File: src/rtl/axis_arb_pkg.sv
// Shared types and the round-robin selection function for the packet arbiter.
package axis_arb_pkg;

  typedef enum logic {
    IDLE   = 1'b0,
    LOCKED = 1'b1
  } arb_state_t;

  localparam int MAX_PORTS = 16;

  // First requester strictly after 'last' in circular order over num_ports.
  function automatic int unsigned rr_next(input logic [MAX_PORTS-1:0] req,
                                          input int unsigned last,
                                          input int unsigned num_ports);
    int unsigned pick;
    int unsigned idx;
    logic        found;
    pick  = 0;
    found = 1'b0;
    for (int unsigned k = 1; k <= MAX_PORTS; k++) begin
      idx = (last + k) % num_ports;
      if (!found && k <= num_ports && req[idx[3:0]]) begin
        pick  = idx;
        found = 1'b1;
      end
    end
    return pick;
  endfunction

endpackage

File: src/rtl/axis_skid_buffer.sv
// Two-entry output buffer; in_ready depends only on occupancy, never on out_ready.
module axis_skid_buffer #(
  parameter int WIDTH = 8
) (
  input  logic             clk,
  input  logic             resetn,
  input  logic [WIDTH-1:0] in_data,
  input  logic             in_valid,
  output logic             in_ready,
  output logic [WIDTH-1:0] out_data,
  output logic             out_valid,
  input  logic             out_ready
);

  logic [WIDTH-1:0] head_q;
  logic [WIDTH-1:0] tail_q;
  logic [1:0]       count_q;
  logic             push;
  logic             pop;

  assign in_ready  = (count_q != 2'd2);
  assign out_valid = (count_q != 2'd0);
  assign out_data  = head_q;
  assign push      = in_valid && in_ready;
  assign pop       = out_valid && out_ready;

  // NOTE: the storage is reset as well because its contents drive m_* directly and must read zero out of reset.
  always_ff @(posedge clk or negedge resetn) begin
    if (!resetn) begin
      head_q  <= '0;
      tail_q  <= '0;
      count_q <= 2'd0;
    end else begin
      case ({push, pop})
        2'b10: begin
          if (count_q == 2'd0) head_q <= in_data;
          else                 tail_q <= in_data;
          count_q <= count_q + 2'd1;
        end
        2'b01: begin
          head_q  <= tail_q;
          count_q <= count_q - 2'd1;
        end
        2'b11: begin
          if (count_q == 2'd1) begin
            head_q <= in_data;
          end else begin
            head_q <= tail_q;
            tail_q <= in_data;
          end
        end
        default: ;
      endcase
    end
  end

endmodule

File: src/rtl/axis_packet_arbiter.sv
// Round-robin AXI-Stream packet arbiter, one grant held per packet.
// Define AXIS_PACKET_ARBITER_OUT_REG_EN to register m_* through a 2-entry skid buffer.
module axis_packet_arbiter
  import axis_arb_pkg::*;
#(
  parameter int NUM_PORTS  = 4,
  parameter int DATA_WIDTH = 32,
  localparam int ID_WIDTH  = ($clog2(NUM_PORTS) > 1) ? $clog2(NUM_PORTS) : 1
) (
  input  logic                            clk,
  input  logic                            resetn,
  input  logic [NUM_PORTS*DATA_WIDTH-1:0] s_tdata,
  input  logic [NUM_PORTS-1:0]            s_tvalid,
  input  logic [NUM_PORTS-1:0]            s_tlast,
  output logic [NUM_PORTS-1:0]            s_tready,
  output logic [DATA_WIDTH-1:0]           m_tdata,
  output logic                            m_tvalid,
  output logic                            m_tlast,
  input  logic                            m_tready,
  output logic [ID_WIDTH-1:0]             m_tid,
  output logic [15:0]                     pkt_count
);

  arb_state_t            state;
  logic [ID_WIDTH-1:0]   grant_q;
  logic [ID_WIDTH-1:0]   last_grant;
  logic [15:0]           pkt_q;
  logic [MAX_PORTS-1:0]  req;
  logic                  sel_valid;
  logic                  sel_last;
  logic                  sel_ready;
  logic [DATA_WIDTH-1:0] sel_data;
  logic                  beat_xfer;

  assign sel_valid = s_tvalid[grant_q];
  assign sel_last  = s_tlast[grant_q];
  assign sel_data  = s_tdata[grant_q*DATA_WIDTH +: DATA_WIDTH];
  assign beat_xfer = (state == LOCKED) && sel_valid && sel_ready;
  assign pkt_count = pkt_q;

  // NOTE: every always_comb output gets a default first so no path leaves it unassigned (no latch).
  always_comb begin
    req = '0;
    req[NUM_PORTS-1:0] = s_tvalid;
  end

  always_comb begin
    s_tready = '0;
    if (state == LOCKED) s_tready[grant_q] = sel_ready;
  end

  // NOTE: state registers use non-blocking assignments so every flop samples pre-edge values.
  always_ff @(posedge clk or negedge resetn) begin
    if (!resetn) begin
      state      <= IDLE;
      grant_q    <= '0;
      last_grant <= ID_WIDTH'(NUM_PORTS - 1);
      pkt_q      <= '0;
    end else begin
      case (state)
        IDLE: begin
          if (|s_tvalid) begin
            grant_q <= ID_WIDTH'(rr_next(req, 32'(last_grant), 32'(NUM_PORTS)));
            state   <= LOCKED;
          end
        end
        LOCKED: begin
          if (beat_xfer && sel_last) begin
            state      <= IDLE;
            last_grant <= grant_q;
            pkt_q      <= pkt_q + 16'd1;
          end
        end
        default: state <= IDLE;
      endcase
    end
  end

`ifdef AXIS_PACKET_ARBITER_OUT_REG_EN
  logic buf_ready;

  axis_skid_buffer #(
    .WIDTH(ID_WIDTH + 1 + DATA_WIDTH)
  ) u_out_buf (
    .clk       (clk),
    .resetn    (resetn),
    .in_data   ({grant_q, sel_last, sel_data}),
    .in_valid  ((state == LOCKED) && sel_valid),
    .in_ready  (buf_ready),
    .out_data  ({m_tid, m_tlast, m_tdata}),
    .out_valid (m_tvalid),
    .out_ready (m_tready)
  );

  assign sel_ready = buf_ready;
`else
  assign sel_ready = m_tready;
  assign m_tvalid  = (state == LOCKED) && sel_valid;
  assign m_tlast   = (state == LOCKED) && sel_last;
  assign m_tdata   = (state == LOCKED) ? sel_data : '0;
  assign m_tid     = grant_q;
`endif

endmodule

File: config.mk
export PLATFORM = sky130hd
export DESIGN_NAME = axis_packet_arbiter
export DESIGN_NICKNAME = d
export VERILOG_FILES = /design/src/rtl/axis_arb_pkg.sv /design/src/rtl/axis_skid_buffer.sv /design/src/rtl/axis_packet_arbiter.sv
export SDC_FILE = /design/constraint.sdc
export NUM_CORES = 1
export LEC_CHECK = 0
export CORE_MARGIN = 5
export CORE_UTILIZATION = 31
export DETAILED_ROUTE_END_ITERATION = 10
export PLACE_DENSITY = 0.79
export SETUP_SLACK_MARGIN = 0.1
export SLEW_MARGIN = 15
export SYNTH_ARGS = -nofsm -noshare
export SYNTH_HDL_FRONTEND = slang
export SYNTH_SLANG_ARGS = --single-unit
File: constraint.sdc
create_clock -name clk -period 2.4 [get_ports clk]
set_clock_uncertainty 0.2 [all_clocks]
set_input_delay 0.36 -clock clk [delete_from_list [all_inputs] [get_ports clk]]
set_output_delay 0.36 -clock clk [all_outputs]
set_load 0.01 [all_outputs]
After elaboration in Yosys (flattened, before gate mapping)
Index checks and enable logic that the tools add are counted.
{"block": "op_classes", "mux": 32, "multipliers": 0, "n_eq_ne": 0, "shift": 1, "n_lt_le_gt_ge": 6, "addsub": 5, "bitwise": 2, "div": 0, "n_reduce_logical": 14}
{"op": "indexed part select 128 x 8 -> 32 bit", "n": 1}
{"op": "2-to-1 mux 32 bit", "n": 1}
{"op": "< comparator 2 x 5 -> 1 bit (second input constant)", "n": 4}
{"op": "2-to-1 mux 1 bit", "n": 18}
{"op": "adder 16 x 1 -> 16 bit (second input constant)", "n": 1}
{"op": "binary-select mux 1 bit (select 2 bit)", "n": 6}
{"op": "logical AND 1 bit", "n": 8}
{"op": "2-to-1 mux 2 bit", "n": 4}
{"op": "adder 2 x 1 -> 2 bit (second input constant)", "n": 2}
{"op": "adder 2 bit (second input constant)", "n": 2}
{"op": "AND 4 bit", "n": 1}
{"op": "2-to-1 mux 4 bit", "n": 1}
{"op": "AND reduction 2 bit", "n": 2}
{"op": "OR reduction 4 bit", "n": 1}
{"op": "logical NOT 1 bit", "n": 3}
{"op": "< comparator 2 x 3 -> 1 bit (second input constant)", "n": 1}
{"op": "demux 1 bit (select 2 bit)", "n": 1}
{"op": ">= comparator 2 x 1 -> 1 bit (second input constant)", "n": 1}
{"op": "one-hot mux 1 bit (2 select lines)", "n": 1}
{"op": "NOT 1 bit", "n": 1}
{"block": "totals", "regBits": 21, "ram_bits": 0, "memories": 0, "out_inout_bits": 56, "latch_bits": 0, "mem_bits_ro": 0, "input_bits": 139, "wordCells": 64}

Depth between registers and ports, before layout
{"block": "logic_depth", "word_depth": 19, "ltp_mapped": 7, "depth_no_buf": 5}

Worst setup path after synthesis
No wires, ideal clock.
{"block": "synth_path", "kind": "register to output", "start": "register grant_q[0] (netlist: m_tid[0])", "end": "output port m_tdata[25]", "path_stages_with_launch": 5, "setup_slack_ps": 253, "arrival_time_ps": 1587, "n_path_buf": 2, "required_time_ps": 1840, "path_cell_list": "dfrtp_1 -> buf_6 -> buf_2 -> mux4_2 -> and2_1"}
{"block": "synth_via", "elab_chain_len": 2}
{"item": "from (decl)", "line_no": "axis_packet_arbiter.sv:25", "rtl": "logic [ID_WIDTH-1:0] grant_q;"}
{"item": "from (signal assigned)", "line_no": "axis_packet_arbiter.sv:63", "rtl": "grant_q <= ID_WIDTH'(rr_next(req, 32'(last_grant), 32'(NUM_PORTS)));"}
{"item": "indexed part select 128 x 8 -> 32 bit", "line_no": "axis_packet_arbiter.sv:37", "rtl": "assign sel_data = s_tdata[grant_q*DATA_WIDTH +: DATA_WIDTH];"}
{"item": "2-to-1 mux 32 bit", "line_no": "axis_packet_arbiter.sv:100", "rtl": "assign m_tdata = (state == LOCKED) ? sel_data : '0;"}
{"item": "to (decl)", "line_no": "axis_packet_arbiter.sv:16", "rtl": "output logic [DATA_WIDTH-1:0] m_tdata,"}
No other way between the ends.

Worst setup path in the final report
{"block": "layout_path", "start": "register grant_q[0] (netlist: m_tid[0])", "end": "output port m_tdata[11]"}
Same word-level chain as after synthesis.

==> summary by stage <==
Synthesis
The synthesis warning total is 0. The cell count after synthesis came out at between 150 and 200. Summing every instance area after synthesis gives between 2000 and 2500 µm². Counting flops and latches in the post-synthesis netlist gives 21. The share of synthesized area in the top cell type comes to 0.351. Yosys instantiated no cell more often than sky130_fd_sc_hd__and2_1. Summed over all instances, the cell type with the most area after synthesis is sky130_fd_sc_hd__mux4_2. Counting every net in the synthesized netlist gives 324. Counting distinct cell types in the post-synthesis netlist gives 33. For this run, the register share of the synthesized area comes to 0.257. Among all flip-flop cells after synthesis, the most frequent one is sky130_fd_sc_hd__dfrtp_1. After synthesis, the cell types taking the most area are sky130_fd_sc_hd__mux4_2 (35%), sky130_fd_sc_hd__dfrtp_1 (23%), sky130_fd_sc_hd__and2_1 (10%). Sorting the synthesized cells by how often they occur yields sky130_fd_sc_hd__and2_1 (33), sky130_fd_sc_hd__mux4_2 (32), sky130_fd_sc_hd__dfrtp_1 (19). In this run, synthesis inferred 0 flip-flops with an integrated enable. The post-synthesis average cell area is 11.2 µm². After synthesis, the share of flip-flops with an asynchronous set or reset is 1.00.

Global routing
The overall track demand over capacity in global routing is 0.214. The sum of overflow across all layers after global routing is 0. The first-pass GRT wire length is around 14000 µm.

The largest net degree at the start of global routing is 23. For this run, global-route usage on met2 was measured as 0.365. The initial antenna violation count is 0. The number of global-route vias before repair is 2599. For this run, global-route usage on met3 was measured as 0.0612. met2 is the most crowded layer. The routing usage on met1 is 0.263.

Routing
The average detailed-routed wire length per instance is 19.5 µm. For this block, the initial DRC count from the detailed router was 39. The number of iterations in the first detailed-routing pass is 4. For this run, design rule violations remaining after detail routing come to 0. The count of nets left with antenna violations after detail routing is 0. Summing over every cut layer, the via total after detailed routing is 2386. The via count normalized by instance count is 5.07.

The total detailed-routing wirelength is a little over 9000 µm.

Timing
Setup repair after global routing could not meet its margin everywhere. The final setup violation count is 0. Setup slack closes at 0.0639 ns. At the pin with the least slew margin, the transition time is 0.630 ns. The highest clock frequency the design can meet is around 430 MHz.

The number of hold violations in the final report was 0. Summed over all failing endpoints, the final setup total negative slack is 0 ns. The worst path needs roughly 2.3 ns of the cycle, external delays included. The count of final max-slew check failures came to 0. The worst pin sits at a relative slew slack of 0.578. The final worst-path cycle share is 0.973.

Power and ir drop
Power spread over the standard cell area amounts to 932 nW/µm². Of the total power, combinational logic draws 0.820. Internal power comes to roughly 0.0027 W.

The switching power is 0.00143 W. The share of total power consumed by net switching is 0.344. Of the total power, the clock network draws 0.054. The share of total power dissipated in sequential elements is 0.126. Power comes to 0.00417 W. In this run the static leakage power is 1.84 nW. Across the VDD grid, the largest voltage drop is 0.669 mV.

Floorplan
The area of the die is 8360 µm². The initial core utilization is 0.322. The core footprint is 6390 µm². For this design the top-level I/O count stands at 195. The die extent in x is 91.4 µm. The die height is 91.4 µm.

The floorplan has 29 rows.

Place
The congestion estimate from routability-driven global placement came to 0.844. After detailed placement, the total cell area comes to about 4200 µm². The pre-CTS setup slack is -0.0926 ns. The HPWL after detailed placement is 7650 µm. The port buffer count is 194.

CTS
TritonCTS built the clock tree. Buffers inserted to repair hold after CTS numbered 0. The tree built by TritonCTS fans out to 21 sinks. Clock latency on the worst-skew pair, taken at its later pin, is approximately 0.26 ns. The root buffer cell chosen for the clock tree is sky130_fd_sc_hd__clkbuf_8. CTS built an H-tree with a depth of 1. The number of buffers on the longest clock path is 2. TritonCTS created 3 clock buffers. The clock-pin transition on the worst setup and hold timing paths is roughly 0.080 ns.

Worst setup path
Data on the critical path arrives at its endpoint at 1.78 ns. The maximum fanout along the worst path is 4. The category of the critical setup timing path is register to output pin. The kind of start point of the critical path is a register.

For the worst setup path, the data required time is 1.84 ns. The endpoint kind of the worst setup timing path is an output pin.

Finish
The relative area change from synthesis to final layout is 117%. Of the cells placed in the final design, the portion with a size suffix greater than 1 is 0.332. After the last flow step, the layout net total stands at approximately 540. Measured on the finished design, the core utilization comes to 0.700. The diode insertion count for antenna repair is 0. Once layout is done, the placed cells without fillers occupy 4470 µm².

Outcome
The flow ran to the end, and the final reports show no timing, DRC or antenna violations.

Flow run
The count of maximum capacitance violations is 0.

Worst hold path
The min-delay analysis places its worst path in the category register to register.
==> metrics by stage <==
step / std cells / hold WS, ns
floorplan: 184 / -0.136
global placement: 458 / 0.258
detailed placement: 458 / 0.270
CTS: 470 / 0.280
global route: 471 / 0.304
finish: 471 / 0.276
==> what timing repair did <==
action | 4_1_cts | 5_1_grt
buffers inserted | 7 | 1
gates resized for setup | 157 | 55
setup endpoints to repair | 38 | 40
cloned | 2 | 0
pin swaps | 21 | 3
==> cells in the final DEF, fill, tap and decap left out <==
cell type and n:
sky130_fd_sc_hd__a31oi_1 1, sky130_fd_sc_hd__and2_4 26, sky130_fd_sc_hd__mux2i_4 1, sky130_fd_sc_hd__a21o_1 1
sky130_fd_sc_hd__nor3_2 3, sky130_fd_sc_hd__mux2i_1 1, sky130_fd_sc_hd__buf_16 2, sky130_fd_sc_hd__a21oi_1 2
sky130_fd_sc_hd__nand2_1 18, sky130_fd_sc_hd__xor2_1 6, sky130_fd_sc_hd__and2_1 8, sky130_fd_sc_hd__nor2_1 7
sky130_fd_sc_hd__and3_1 6, sky130_fd_sc_hd__nand2_2 1, sky130_fd_sc_hd__o21ai_0 7, sky130_fd_sc_hd__nand3_1 3
sky130_fd_sc_hd__dfrtp_1 18, sky130_fd_sc_hd__xnor2_1 9, sky130_fd_sc_hd__nand4_1 4, sky130_fd_sc_hd__ha_1 1
sky130_fd_sc_hd__mux2i_2 1, sky130_fd_sc_hd__mux4_2 33, sky130_fd_sc_hd__buf_2 8, sky130_fd_sc_hd__nor4_1 1
sky130_fd_sc_hd__dlygate4sd2_1 4, sky130_fd_sc_hd__clkbuf_1 1, sky130_fd_sc_hd__nor3_1 2, sky130_fd_sc_hd__nand3b_1 1
sky130_fd_sc_hd__dfrtp_2 1, sky130_fd_sc_hd__clkbuf_8 3, sky130_fd_sc_hd__clkdlybuf4s50_1 156, sky130_fd_sc_hd__o22ai_1 1
sky130_fd_sc_hd__dfstp_2 2, sky130_fd_sc_hd__nand2b_1 1, sky130_fd_sc_hd__buf_6 32, sky130_fd_sc_hd__buf_12 6
sky130_fd_sc_hd__inv_1 3, sky130_fd_sc_hd__buf_4 11, sky130_fd_sc_hd__o31ai_1 1, sky130_fd_sc_hd__o22ai_2 1
==> power groups by stage <==
| stage | Sequential, W | Clock, W | Combinational [W] |
|---|---|---|---|
| after floorplan | 0.000526 | 0 | 0.00146 |
| after global placement | 0.000533 | 0 | 0.00287 |
| after global routing | 0.000540 | 0.000243 | 0.00365 |
| final | 0.000527 | 0.000225 | 0.00342 |
| after CTS | 0.000525 | 0.000231 | 0.00290 |
| after detailed placement | 0.000538 | 0 | 0.00290 |
==> worst paths after layout <==
kind	startpoint	to	slack [ns]	cells after the start
max	m_tid[0]$_DFFE_PN0P_	m_tdata[11]	0.06	6
max reg2reg	m_tid[0]$_DFFE_PN0P_	pkt_count[11]$_DFFE_PN0P_	0.16	9
min in group asynchronous	resetn	pkt_count[7]$_DFFE_PN0P_	0.29	1
min	pkt_count[15]$_DFFE_PN0P_	pkt_count[15]$_DFFE_PN0P_	0.28	1
max in group asynchronous	resetn	pkt_count[8]$_DFFE_PN0P_	1.16	2
min reg2reg	pkt_count[15]$_DFFE_PN0P_	pkt_count[15]$_DFFE_PN0P_	0.28	1
==> worst max-delay path, cell delays in order, from the launching register on <==
cell and delay [ns]:
sky130_fd_sc_hd__dfrtp_2 0.44, sky130_fd_sc_hd__buf_6 0.12, sky130_fd_sc_hd__buf_6 0.10, sky130_fd_sc_hd__buf_16 0.11, sky130_fd_sc_hd__mux4_2 0.48, sky130_fd_sc_hd__and2_1 0.15
sky130_fd_sc_hd__buf_2 0.13
==> kinds of logic after synthesis <==
logic type / after synthesis / share of synthesized area
AOI/OAI and AO/OA: 14 / 0.0414
buffers and inverters: 16 / 0.0414
xor gates and xnor gates: 15 / 0.0639
DFF: 21 / 0.257
muxes: 36 / 0.378
and+or+nand+nor: 81 / 0.212
adders and majority gates: 1 / 0.00609
==> layout make-up <==
| class | instances | area [µm²] |
|---|---|---|
| Timing Repair Buffer | 219 | 2250 |
| Inverter | 3 | 11.3 |
| Sequential cell | 21 | 529 |
| Clock buffer | 4 | 45.0 |
| Tap cell | 77 | 96.3 |
| Fill cell | 482 | 1920 |
| Multi-Input combinational cell | 147 | 1530 |
==> flip-flops by register name, indices dropped and copies added, names as in the netlist <==
name	count
pkt_count	16
last_grant	2
m_tid	2
state	1
==> layer usage <==
metal	up-vias	wire length (µm)
li1	1107	-
met1	1139	3510
met2	120	4590
met3	20	821
met4	0	247
met5	-	0
No activity file was read; power rests on OpenSTA's default activity.
==> RTL edit (same flow settings) <==
Add a define of `AXIS_PACKET_ARBITER_OUT_REG_EN`.
--- a/src/rtl/axis_packet_arbiter.sv
+++ b/src/rtl/axis_packet_arbiter.sv
@@ -1,4 +1,6 @@
 // Round-robin AXI-Stream packet arbiter, one grant held per packet.
 // Define AXIS_PACKET_ARBITER_OUT_REG_EN to register m_* through a 2-entry skid buffer.
+`define AXIS_PACKET_ARBITER_OUT_REG_EN
+
 module axis_packet_arbiter
   import axis_arb_pkg::*;
Behaviour: not the same (a bounded check fails within 4 cycles, from zero or initial values and one cycle with resetn low).
==> RTL edit against the original RTL <==
Worst setup slack got worse by 0.075 ns. Largest cell class is now multi-input combinational cells. Via count increased by 140%. Synthesized area grew to 2.8 times the old value. Wire length grew 120%. Power rose to 2.8 times the old value. Final cell count increased by 100%. Die area grew to 2.6 times the old value. Synthesized cell count rose to 2.8 times the old value. Final area is 100% higher. Sequential cell count grew 72. The run now ends with setup timing left. Critical path type is now reg -> reg.
==> RTL edit: results (changes against the original RTL) <==
stage	metric	value	unit	change
global_routing	grt_use_total	0.178		-0.0361
route	vias_per_cell	5.92		+17%
synth	ys_seq_area_frac	0.406		+0.149
power	power_leakage	3.77	nW	+100%
timing	setup_ws	-0.0111	ns	-0.0750 ns
worst_setup_path	cpLargestDelayFamily	buffers and inverters		
place	place_ws	-0.147	ns	-0.0546 ns
place	placed_cells	913		+99%
place	place_congestion	0.810		-4.0%
worst_setup_path	cpMaxStageDelayCell	dfrtp_1		
worst_setup_path	critical_path.startpoint	u_out_buf.count_q[1]$_DFFE_PN0P_		
place	hpwl	13400	µm	+76%
synth	synthTopCellsByArea	dfrtp_1, mux4_2, o211ai_1		
clock_network	htreeDepth	3		+2
synth	synth_common_cells	dfrtp_1, o211ai_1, nand3_1		
route	first_iter_violations	521		+1200%
timing	fin_tns_setup	-0.0111	ns	-0.0111 ns
global_routing	grt_max_degree	56		+140%
synth	avgSynthCellArea	11.3	µm²	+1.5%
worst_setup_path	timing.rr.end	u_out_buf.tail_q[13]$_DFFE_PN0P_		
status	violations	setup timing		
min_path	min_path_type	in -> async		
synth	synth_nets	651		+100%
timing	setup_viol	1		+1
route	drt-total-wl	20300	µm	+120%
place	postPlaceCellArea	0.00821	mm²	+96%
route	first_pass_iters	5		+1
timing	slew_headroom	0.712		+0.133
synth	synth_cell_types	46		+39%
power	peakVddDrop	0.625	mV	-6.6%
final_layout	diodes	0		unchanged
global_routing	grt_pass1_wl	31000	µm	+110%
final_layout	final_nets	871		+63%
worst_setup_path	crit_arrival	2.43	ns	+0.65 ns
route	vias	5686		+140%
power	switching_power	4.74	mW	+230%
timing	timing.hold.ws	0.199	ns	-0.0773 ns
worst_setup_path	max_stage_delay	0.41	ns	-0.07 ns
clock_network	root_buffer	clkbuf_16		
worst_setup_path	cp_max_fo	6		+2
status	status	complete, but fails checks		
clock_network	clkLatencyLatePin	0.34	ns	+0.08 ns
clock_network	cts_made_buffers	9		+6
final_layout	drive_gt1_frac	0.212		-0.120
worst_setup_path	rr_worst_depth	11		+2
-- RTL edit: changes by cell type after synthesis, sizes merged, moves of 15 or more --
cell    unedited run  this run
nand2             19         4
nand3              3        41
o211ai             0        70
buf                8        23
and2              34         3
clkbuf             5        36
o21ai              7        39
a221o              0        33
dfrtp             19        91
o211a              0        33
-- RTL edit: worst max path at each step --
stage | to | slack [ns] | cells past startpoint
6_report | u_out_buf.tail_q[13]$_DFFE_PN0P_ | -0.01 | 11
5_1_grt | u_out_buf.tail_q[13]$_DFFE_PN0P_ | -0.06 | 11
4_1_cts | u_out_buf.tail_q[16]$_DFFE_PN0P_ | -0.03 | 11
3_5_place_dp | u_out_buf.out_data[27]$_DFFE_PN0P_ | -0.15 | 9
3_3_place_gp | u_out_buf.out_data[23]$_DFFE_PN0P_ | -0.06 | 9
2_1_floorplan | u_out_buf.tail_q[10]$_DFFE_PN0P_ | -0.17 | 11
-- RTL edit: repair_timing --
| item | 4_1_cts | 5_1_grt |
|---|---|---|
| resized for setup | 32 | 16 |
| hold endpoints to repair | 65 | 0 |
| setup endpoints to repair | 69 | 74 |
| pin swaps | 25 | 33 |
| gates cloned | 7 | 6 |
| buffers inserted | 13 | 8 |
| hold buffers | 1 | 0 |
-- RTL edit: logic make-up (layout without fill, tap and decap cells) --
group	after synthesis	count (layout)	synth area share
muxes	41	41	0.145
AOI/OAI and AO/OA	193	193	0.268
adders and majority gates	6	6	0.0131
xor gates and xnor gates	17	17	0.0260
and+or+nand+nor	90	90	0.0890
buffers and inverters	66	291	0.0521
DFF	93	93	0.406
-- RTL edit: routing by layer --
layer,vias to the layer above,track usage,part of all wire
met3,53,0.0474,0.081
met5,-,0,0
met2,332,0.300,0.50
met1,2814,0.226,0.40
li1,2487,-,-
met4,0,0.0489,0.027
-- RTL edit: power by group through the flow --
stage                     logic (mW)  clock network [mW]  registers, mW
after floorplan                 3.92                   0           2.66
after global placement          6.07                   0           2.66
after detailed placement        6.19                   0           2.67
after CTS                       7.00                1.70           2.66
after global routing            7.88                1.77           2.75
final                           7.43                1.68           2.68
-- RTL edit: area by class of cell --
cell class	instances	area [µm²]
fillers	1567	8990
inverters	7	35.0
multi-input cells	347	3220
repair buffers	268	2880
well taps	229	287
clock buffers	10	229
flip-flops and latches	93	2330
clock inverters	6	119
-- RTL edit: worst register-to-register path, stage by stage (launching register included) --
cell and delay (ns):
dfrtp_1 0.41, ha_4 0.19, nor3b_4 0.18, buf_4 0.15, o2bb2ai_4 0.13, buf_6 0.14, ha_4 0.11, nor2b_4 0.14
a21boi_4 0.21, buf_12 0.15, clkbuf_16 0.16, o211ai_1 0.11
